## src/rtl/axil_pkg.sv

```systemverilog
// rtl/axil_pkg.sv - shared AXI4-Lite response codes, FSM encoding and default widths
package axil_pkg;

    localparam int DEF_ADDR_W = 16;
    localparam int DEF_DATA_W = 32;

    localparam logic [1:0] RESP_OKAY   = 2'b00;
    localparam logic [1:0] RESP_EXOKAY = 2'b01;
    localparam logic [1:0] RESP_SLVERR = 2'b10;
    localparam logic [1:0] RESP_DECERR = 2'b11;

    typedef enum logic [2:0] {
        ST_IDLE    = 3'd0,
        ST_WR      = 3'd1,
        ST_WR_RESP = 3'd2,
        ST_RD_ADDR = 3'd3,
        ST_RD_DATA = 3'd4,
        ST_RSP     = 3'd5
    } state_e;

endpackage

```

## src/rtl/axil_rsp_slot.sv

```systemverilog
// rtl/axil_rsp_slot.sv - single-entry response register with valid/ready
module axil_rsp_slot
    import axil_pkg::*;
#(
    parameter int DATA_W = DEF_DATA_W
) (
    input  logic              clk,
    input  logic              resetn,
    input  logic              load,
    input  logic              load_we,
    input  logic [DATA_W-1:0] load_rdata,
    input  logic [1:0]        load_resp,
    output logic              out_valid,
    input  logic              out_ready,
    output logic              out_we,
    output logic [DATA_W-1:0] out_rdata,
    output logic [1:0]        out_resp
);

    logic              valid_q, valid_d;
    logic              we_q, we_d;
    logic [DATA_W-1:0] rdata_q, rdata_d;
    logic [1:0]        resp_q, resp_d;

    always_comb begin
        valid_d = valid_q;
        we_d    = we_q;
        rdata_d = rdata_q;
        resp_d  = resp_q;
        if (valid_q && out_ready) begin
            valid_d = 1'b0;
        end
        if (load) begin
            valid_d = 1'b1;
            we_d    = load_we;
            rdata_d = load_rdata;
            resp_d  = load_resp;
        end
    end

    always_ff @(posedge clk) begin
        if (!resetn) begin
            valid_q <= 1'b0;
            we_q    <= 1'b0;
            rdata_q <= '0;
            resp_q  <= RESP_OKAY;
        end else begin
            valid_q <= valid_d;
            we_q    <= we_d;
            rdata_q <= rdata_d;
            resp_q  <= resp_d;
        end
    end

    assign out_valid = valid_q;
    assign out_we    = we_q;
    assign out_rdata = rdata_q;
    assign out_resp  = resp_q;

endmodule

```

## src/rtl/axil_master.sv

```systemverilog
// rtl/axil_master.sv - single-outstanding command/response to AXI4-Lite initiator (AXIL_MASTER_WSTRB_EN adds byte strobes)
module axil_master
    import axil_pkg::*;
#(
    parameter int ADDR_W = DEF_ADDR_W,
    parameter int DATA_W = DEF_DATA_W
) (
    input  logic              m_aclk,
    input  logic              m_aresetn,
    input  logic              cmd_valid,
    output logic              cmd_ready,
    input  logic              cmd_we,
    input  logic [ADDR_W-1:0] cmd_addr,
    input  logic [DATA_W-1:0] cmd_wdata,
`ifdef AXIL_MASTER_WSTRB_EN
    input  logic [DATA_W/8-1:0] cmd_wstrb,
    output logic [DATA_W/8-1:0] m_axi_wstrb,
`endif
    output logic              rsp_valid,
    input  logic              rsp_ready,
    output logic              rsp_we,
    output logic [DATA_W-1:0] rsp_rdata,
    output logic [1:0]        rsp_resp,
    output logic              m_axi_awvalid,
    input  logic              m_axi_awready,
    output logic [ADDR_W-1:0] m_axi_awaddr,
    output logic              m_axi_wvalid,
    input  logic              m_axi_wready,
    output logic [DATA_W-1:0] m_axi_wdata,
    input  logic              m_axi_bvalid,
    output logic              m_axi_bready,
    input  logic [1:0]        m_axi_bresp,
    output logic              m_axi_arvalid,
    input  logic              m_axi_arready,
    output logic [ADDR_W-1:0] m_axi_araddr,
    input  logic              m_axi_rvalid,
    output logic              m_axi_rready,
    input  logic [DATA_W-1:0] m_axi_rdata,
    input  logic [1:0]        m_axi_rresp
);

    state_e            state_q, state_d;
    logic [ADDR_W-1:0] addr_q, addr_d;
    logic [DATA_W-1:0] wdata_q, wdata_d;
    logic              we_q, we_d;
    logic              aw_done_q, aw_done_d;
    logic              w_done_q, w_done_d;
    logic              slot_load;
    logic [DATA_W-1:0] slot_rdata;
    logic [1:0]        slot_resp;
`ifdef AXIL_MASTER_WSTRB_EN
    logic [DATA_W/8-1:0] wstrb_q, wstrb_d;
`endif

    // Gated with reset so every output reads 0 while reset is held, even though IDLE is the reset state.
    assign cmd_ready    = (state_q == ST_IDLE) && m_aresetn;
    assign m_axi_awaddr = addr_q;
    assign m_axi_araddr = addr_q;
    assign m_axi_wdata  = wdata_q;

    always_comb begin
        state_d       = state_q;
        addr_d        = addr_q;
        wdata_d       = wdata_q;
        we_d          = we_q;
        aw_done_d     = aw_done_q;
        w_done_d      = w_done_q;
        slot_load     = 1'b0;
        slot_rdata    = '0;
        slot_resp     = RESP_OKAY;
        m_axi_awvalid = 1'b0;
        m_axi_wvalid  = 1'b0;
        m_axi_bready  = 1'b0;
        m_axi_arvalid = 1'b0;
        m_axi_rready  = 1'b0;
`ifdef AXIL_MASTER_WSTRB_EN
        wstrb_d       = wstrb_q;
`endif
        case (state_q)
            ST_IDLE: begin
                if (cmd_valid && cmd_ready) begin
                    addr_d    = cmd_addr;
                    wdata_d   = cmd_wdata;
                    we_d      = cmd_we;
                    aw_done_d = 1'b0;
                    w_done_d  = 1'b0;
`ifdef AXIL_MASTER_WSTRB_EN
                    wstrb_d   = cmd_wstrb;
`endif
                    state_d   = cmd_we ? ST_WR : ST_RD_ADDR;
                end
            end
            ST_WR: begin
                // AW and W retire independently; leave only once both have handshaken.
                m_axi_awvalid = !aw_done_q;
                m_axi_wvalid  = !w_done_q;
                aw_done_d     = aw_done_q || m_axi_awready;
                w_done_d      = w_done_q || m_axi_wready;
                if (aw_done_d && w_done_d) begin
                    state_d = ST_WR_RESP;
                end
            end
            ST_WR_RESP: begin
                m_axi_bready = 1'b1;
                if (m_axi_bvalid) begin
                    slot_load = 1'b1;
                    slot_resp = m_axi_bresp;
                    state_d   = ST_RSP;
                end
            end
            ST_RD_ADDR: begin
                m_axi_arvalid = 1'b1;
                if (m_axi_arready) begin
                    state_d = ST_RD_DATA;
                end
            end
            ST_RD_DATA: begin
                m_axi_rready = 1'b1;
                if (m_axi_rvalid) begin
                    slot_load  = 1'b1;
                    slot_rdata = m_axi_rdata;
                    slot_resp  = m_axi_rresp;
                    state_d    = ST_RSP;
                end
            end
            ST_RSP: begin
                if (rsp_valid && rsp_ready) begin
                    state_d = ST_IDLE;
                end
            end
            default: state_d = ST_IDLE;
        endcase
    end

    always_ff @(posedge m_aclk) begin
        if (!m_aresetn) begin
            state_q   <= ST_IDLE;
            addr_q    <= '0;
            wdata_q   <= '0;
            we_q      <= 1'b0;
            aw_done_q <= 1'b0;
            w_done_q  <= 1'b0;
`ifdef AXIL_MASTER_WSTRB_EN
            wstrb_q   <= '0;
`endif
        end else begin
            state_q   <= state_d;
            addr_q    <= addr_d;
            wdata_q   <= wdata_d;
            we_q      <= we_d;
            aw_done_q <= aw_done_d;
            w_done_q  <= w_done_d;
`ifdef AXIL_MASTER_WSTRB_EN
            wstrb_q   <= wstrb_d;
`endif
        end
    end

`ifdef AXIL_MASTER_WSTRB_EN
    assign m_axi_wstrb = wstrb_q;
`endif

    axil_rsp_slot #(
        .DATA_W (DATA_W)
    ) u_rsp_slot (
        .clk        (m_aclk),
        .resetn     (m_aresetn),
        .load       (slot_load),
        .load_we    (we_q),
        .load_rdata (slot_rdata),
        .load_resp  (slot_resp),
        .out_valid  (rsp_valid),
        .out_ready  (rsp_ready),
        .out_we     (rsp_we),
        .out_rdata  (rsp_rdata),
        .out_resp   (rsp_resp)
    );

endmodule
```

## config.mk

```make
export PLATFORM = sky130hd
export DESIGN_NAME = axil_master
export DESIGN_NICKNAME = d
export VERILOG_FILES = /design/src/rtl/axil_pkg.sv /design/src/rtl/axil_rsp_slot.sv /design/src/rtl/axil_master.sv
export SDC_FILE = /design/constraint.sdc
export NUM_CORES = 1
export LEC_CHECK = 0
export CAP_MARGIN = 25
export CORE_AREA = 2 2 107 109
export DETAILED_ROUTE_END_ITERATION = 10
export DIE_AREA = 0 0 109 111
export GPL_ROUTABILITY_DRIVEN = 0
export PLACE_DENSITY = 0.69
export SLEW_MARGIN = 20
export SYNTH_ARGS = -nofsm -noshare
export SYNTH_HDL_FRONTEND = slang
export SYNTH_SLANG_ARGS = --single-unit
```

## constraint.sdc

```tcl
create_clock -name m_aclk -period 2.4 [get_ports m_aclk]
set_input_delay 0.48 -clock m_aclk [delete_from_list [all_inputs] [get_ports m_aclk]]
set_output_delay 0.48 -clock m_aclk [all_outputs]
set_load 0.05 [all_outputs]
```

==> reports/results.tsv <==
stage	metric	value	unit
outcome	outcome	complete, no violations	
floorplanning	Die Width	109	um
power_and_ir_drop	Max IR drop VDD	0.493	mV
power_and_ir_drop	register share of total power	32.4	%
min_path	Min-Delay Path Class	flop to flop	
cts	CTS Buffer Depth	2	
worst_setup_path	crit path kind	flop to primary output	
timing	unrepaired setup endpoints after global routing	no	
timing	Final Hold Violating Endpoints	0	
placement	Post-DP HPWL	6960	um
routing	Detail Route Antenna Nets	0	
worst_setup_path	critical path endpoint category	primary output	
worst_setup_path	crit path cell chain	nor3b_1, buf_12	
min_path	hold path cells	2	
timing	worst slew pin tran	0.861	ns
worst_setup_path	critical path arrival	1.63	ns
yosys	largest family of logic cells by synthesized area	simple AND/OR/NAND/NOR gates	
routing	First-pass DRT Iterations	4	
power_and_ir_drop	Switching Fraction	41.7	%
routing	Via Count	3332	
worst_setup_path	crit-path max cell delay	0.70	ns
timing	min cycle time layout	2.11	ns
yosys	EDFF count, synth	0	
global_route	first-pass GRT wire length	15600	um
routing	drt drc	0	
yosys	area share of fa/ha/maj cells after synthesis	0	%
timing	relative slew slack	42.6	%
worst_setup_path	Slowest-stage cell, CP	dfxtp_1	
placement	Placed Instance Area	5480	um2
cts	CTS Sinks	90	
final_layout	fillers	1014	
cts	TritonCTS clock tree	yes	
placement	Cells after DPL	699	
yosys	Yosys cell types	32	
timing	final worst setup slack	0.294	ns
cts	post-CTS setup buffer count	0	
power_and_ir_drop	Net Switching	2.51	mW
yosys	Seq cells post-synth	90	
yosys	Synthesis Warnings	0	
worst_setup_path	CP top delay family	flip-flops	
final_layout	ant diodes	0	
floorplanning	Starting Density	31.8	%
yosys	Compound-Gate Fraction of Synth Area	10.0	%
yosys	Synth Area in Simple Gates	29.3	%
routing	Wirelength per Cell	13.8	um
power_and_ir_drop	pwr/cell area	1040	nW/um2
worst_setup_path	Crit Path Max Fanout	17	
timing	Final Cycle Share	87.7	%
power_and_ir_drop	Tot Pwr	6.01	mW
worst_setup_path	CP required	1.92	ns
global_route	grt ovf	0	
final_layout	final net count	661	
worst_setup_path	startpoint types	flop	
power_and_ir_drop	Comb pwr share	44.8	%
cts	H-tree depth	3	
timing	setup TNS	0	ns
yosys	register area share after synthesis	51.2	%
routing	Initial DRC Count	201	
cts	post-cts resize count	0	
yosys	async set or reset register ratio after synthesis	0	%
power_and_ir_drop	static leakage	2.27	nW
cts	hold_buf cts	0	
global_route	largest net degree at the start of global routing	93	
routing	total routed wirelength	9870	um
timing	clk_skew	0.00958	ns
global_route	all-layer global routing usage	15.9	%
floorplanning	Rows	39	
routing	Avg Vias per Cell	4.66	
yosys	Synth Flop Type	dfxtp_1	
final_layout	share of layout cells above drive strength 1	5.77	%
worst_setup_path	WP buf/inv	1	
timing	Max Slew Vio Count	0	
cts	Num CTS Buffers	9	
worst_setup_path	WP depth	2	
yosys	Synth Cell Area	3520	um2
yosys	synthesized area per cell	8.79	um2
yosys	Synth Net Count	494	
cts	root buf cell	clkbuf_16	
timing	fmax	475	MHz
yosys	Mapped Cells	400	
floorplanning	die area	12100	um2
job	Max Cap Viol	0	
timing	final setup violating endpoints	0	
global_route	antenna violations before repair	0	
final_layout	final std cells w/o fill	715	
global_route	vias in the first global route	3348	
power_and_ir_drop	internal cell power	3.51	mW
floorplanning	Core ar.	11100	um2
placement	pre-CTS setup slack	0.315	ns
timing	tightest hold margin	0.451	ns
final_layout	area grow syn2layout	64.3	%
worst_setup_path	reg2reg path depth	5	
power_and_ir_drop	clock power share	22.8	%
cts	Reg clk slew, reported paths	0.06	ns
cts	Skew-Pair Late Insertion Delay	0.33	ns
floorplanning	I/O pin count	200	
yosys	mux cell area share after synthesis	0.854	%
placement	buffers added on ports	199	
final_layout	Final Instance Area	5780	um2
final_layout	fin util	52.2	%
floorplanning	die span in y	111	um
yosys	Synth Area in XOR/XNOR	0	%
layout make-up:
class                   count  area (um2)  share of cell area [%]
repair buffers            204        2070                    35.9
clock buffers              12         267                    4.61
flip-flops and latches     90        1800                    31.2
multi-input cells         260        1420                    24.5
well taps                 143         179                    3.10
clock inverters             4        33.8                   0.585
inverters                   2        7.51                   0.130
worst min-delay path, delay by kind of cell, from the launching register on:
| kind | cells | cell delay (ns) |
|---|---|---|
| flip-flops | 1 | 0.31 |
| AND/OR/NAND/NOR | 2 | 0.10 |
final timing paths:
path              startpoint               end  slack [ns]
min          m_axi_wdata[10]   m_axi_wdata[10]        0.45
min reg2reg  m_axi_wdata[10]   m_axi_wdata[10]        0.45
max reg2reg       state_q[2]  m_axi_araddr[13]        0.47
max               state_q[0]     m_axi_arvalid        0.29
per-layer routing:
metal	up-vias	track usage (%)	wire, um
li1	1661	-	-
met1	1524	18.5	4090
met2	128	26.3	4630
met3	19	5.11	930
met4	0	7.26	214
met5	-	0	0
cells in the mapped netlist (2+ instances only):
cell type  number  area [um2]
a21boi_1        2        15.0
a22oi_1        36         270
buf_1           2        7.51
buf_2          10        50.1
buf_4          19         143
buf_6           4        45.0
clkbuf_1       13        48.8
dfxtp_1        90        1800
inv_1           2        7.51
mux2i_1         3        30.0
nand2_1       104         390
nand2b_1        2        12.5
nand3_1        50         250
nand3b_1        3        22.5
nor2_1          2        7.51
nor2b_1        37         231
nor3_1          2        10.0
nor3b_1         3        22.5
o22ai_1         3        18.8
logic make-up (layout without fill, tap and decap cells):
family                 Yosys count  after routing
AND/OR/NAND/NOR                209            209
flip-flops                      90             90
buffers and inverters           50            222
AO/OA/AOI/OAI                   48             48
multiplexers                     3              3
state kept, by name (all words and copies together) (netlist names):
register,cells
we_q,1
u_rsp_slot.out_rdata,32
state_q,3
u_rsp_slot.out_resp,2
w_done_q,1
m_axi_araddr,16
m_axi_wdata,32
u_rsp_slot.out_we,1
u_rsp_slot.out_valid,1
aw_done_q,1
power by group through the flow:
stage | clock [mW] | sequential, mW | combinational [mW]
after floorplan | 0 | 2.70 | 1.11
after global placement | 0 | 1.97 | 2.69
after detailed placement | 0 | 1.98 | 2.71
after CTS | 1.42 | 1.95 | 2.72
after global routing | 1.47 | 1.99 | 2.85
final | 1.37 | 1.95 | 2.69
layout by cell type (no fill, tap or decap), drive strengths merged:
master	synthesis	routed
a211o	1	1
a21boi	3	3
a21o	1	1
a21oi	1	1
a22oi	36	36
a31oi	1	1
and2	1	1
and4bb	2	2
buf	35	12
clkbuf	13	12
clkdlybuf4s50	0	192
clkinv	0	2
clkinvlp	0	1
dfxtp	90	90
inv	2	3
mux2i	3	3
nand2	104	104
nand2b	2	2
nand3	50	50
nand3b	3	3
nand4b	1	1
nor2	3	3
nor2b	37	37
nor3	2	2
nor3b	3	3
nor4b	1	1
o2111ai	1	1
o21ai	1	1
o22ai	3	3
(Power assumes the default switching activity.)
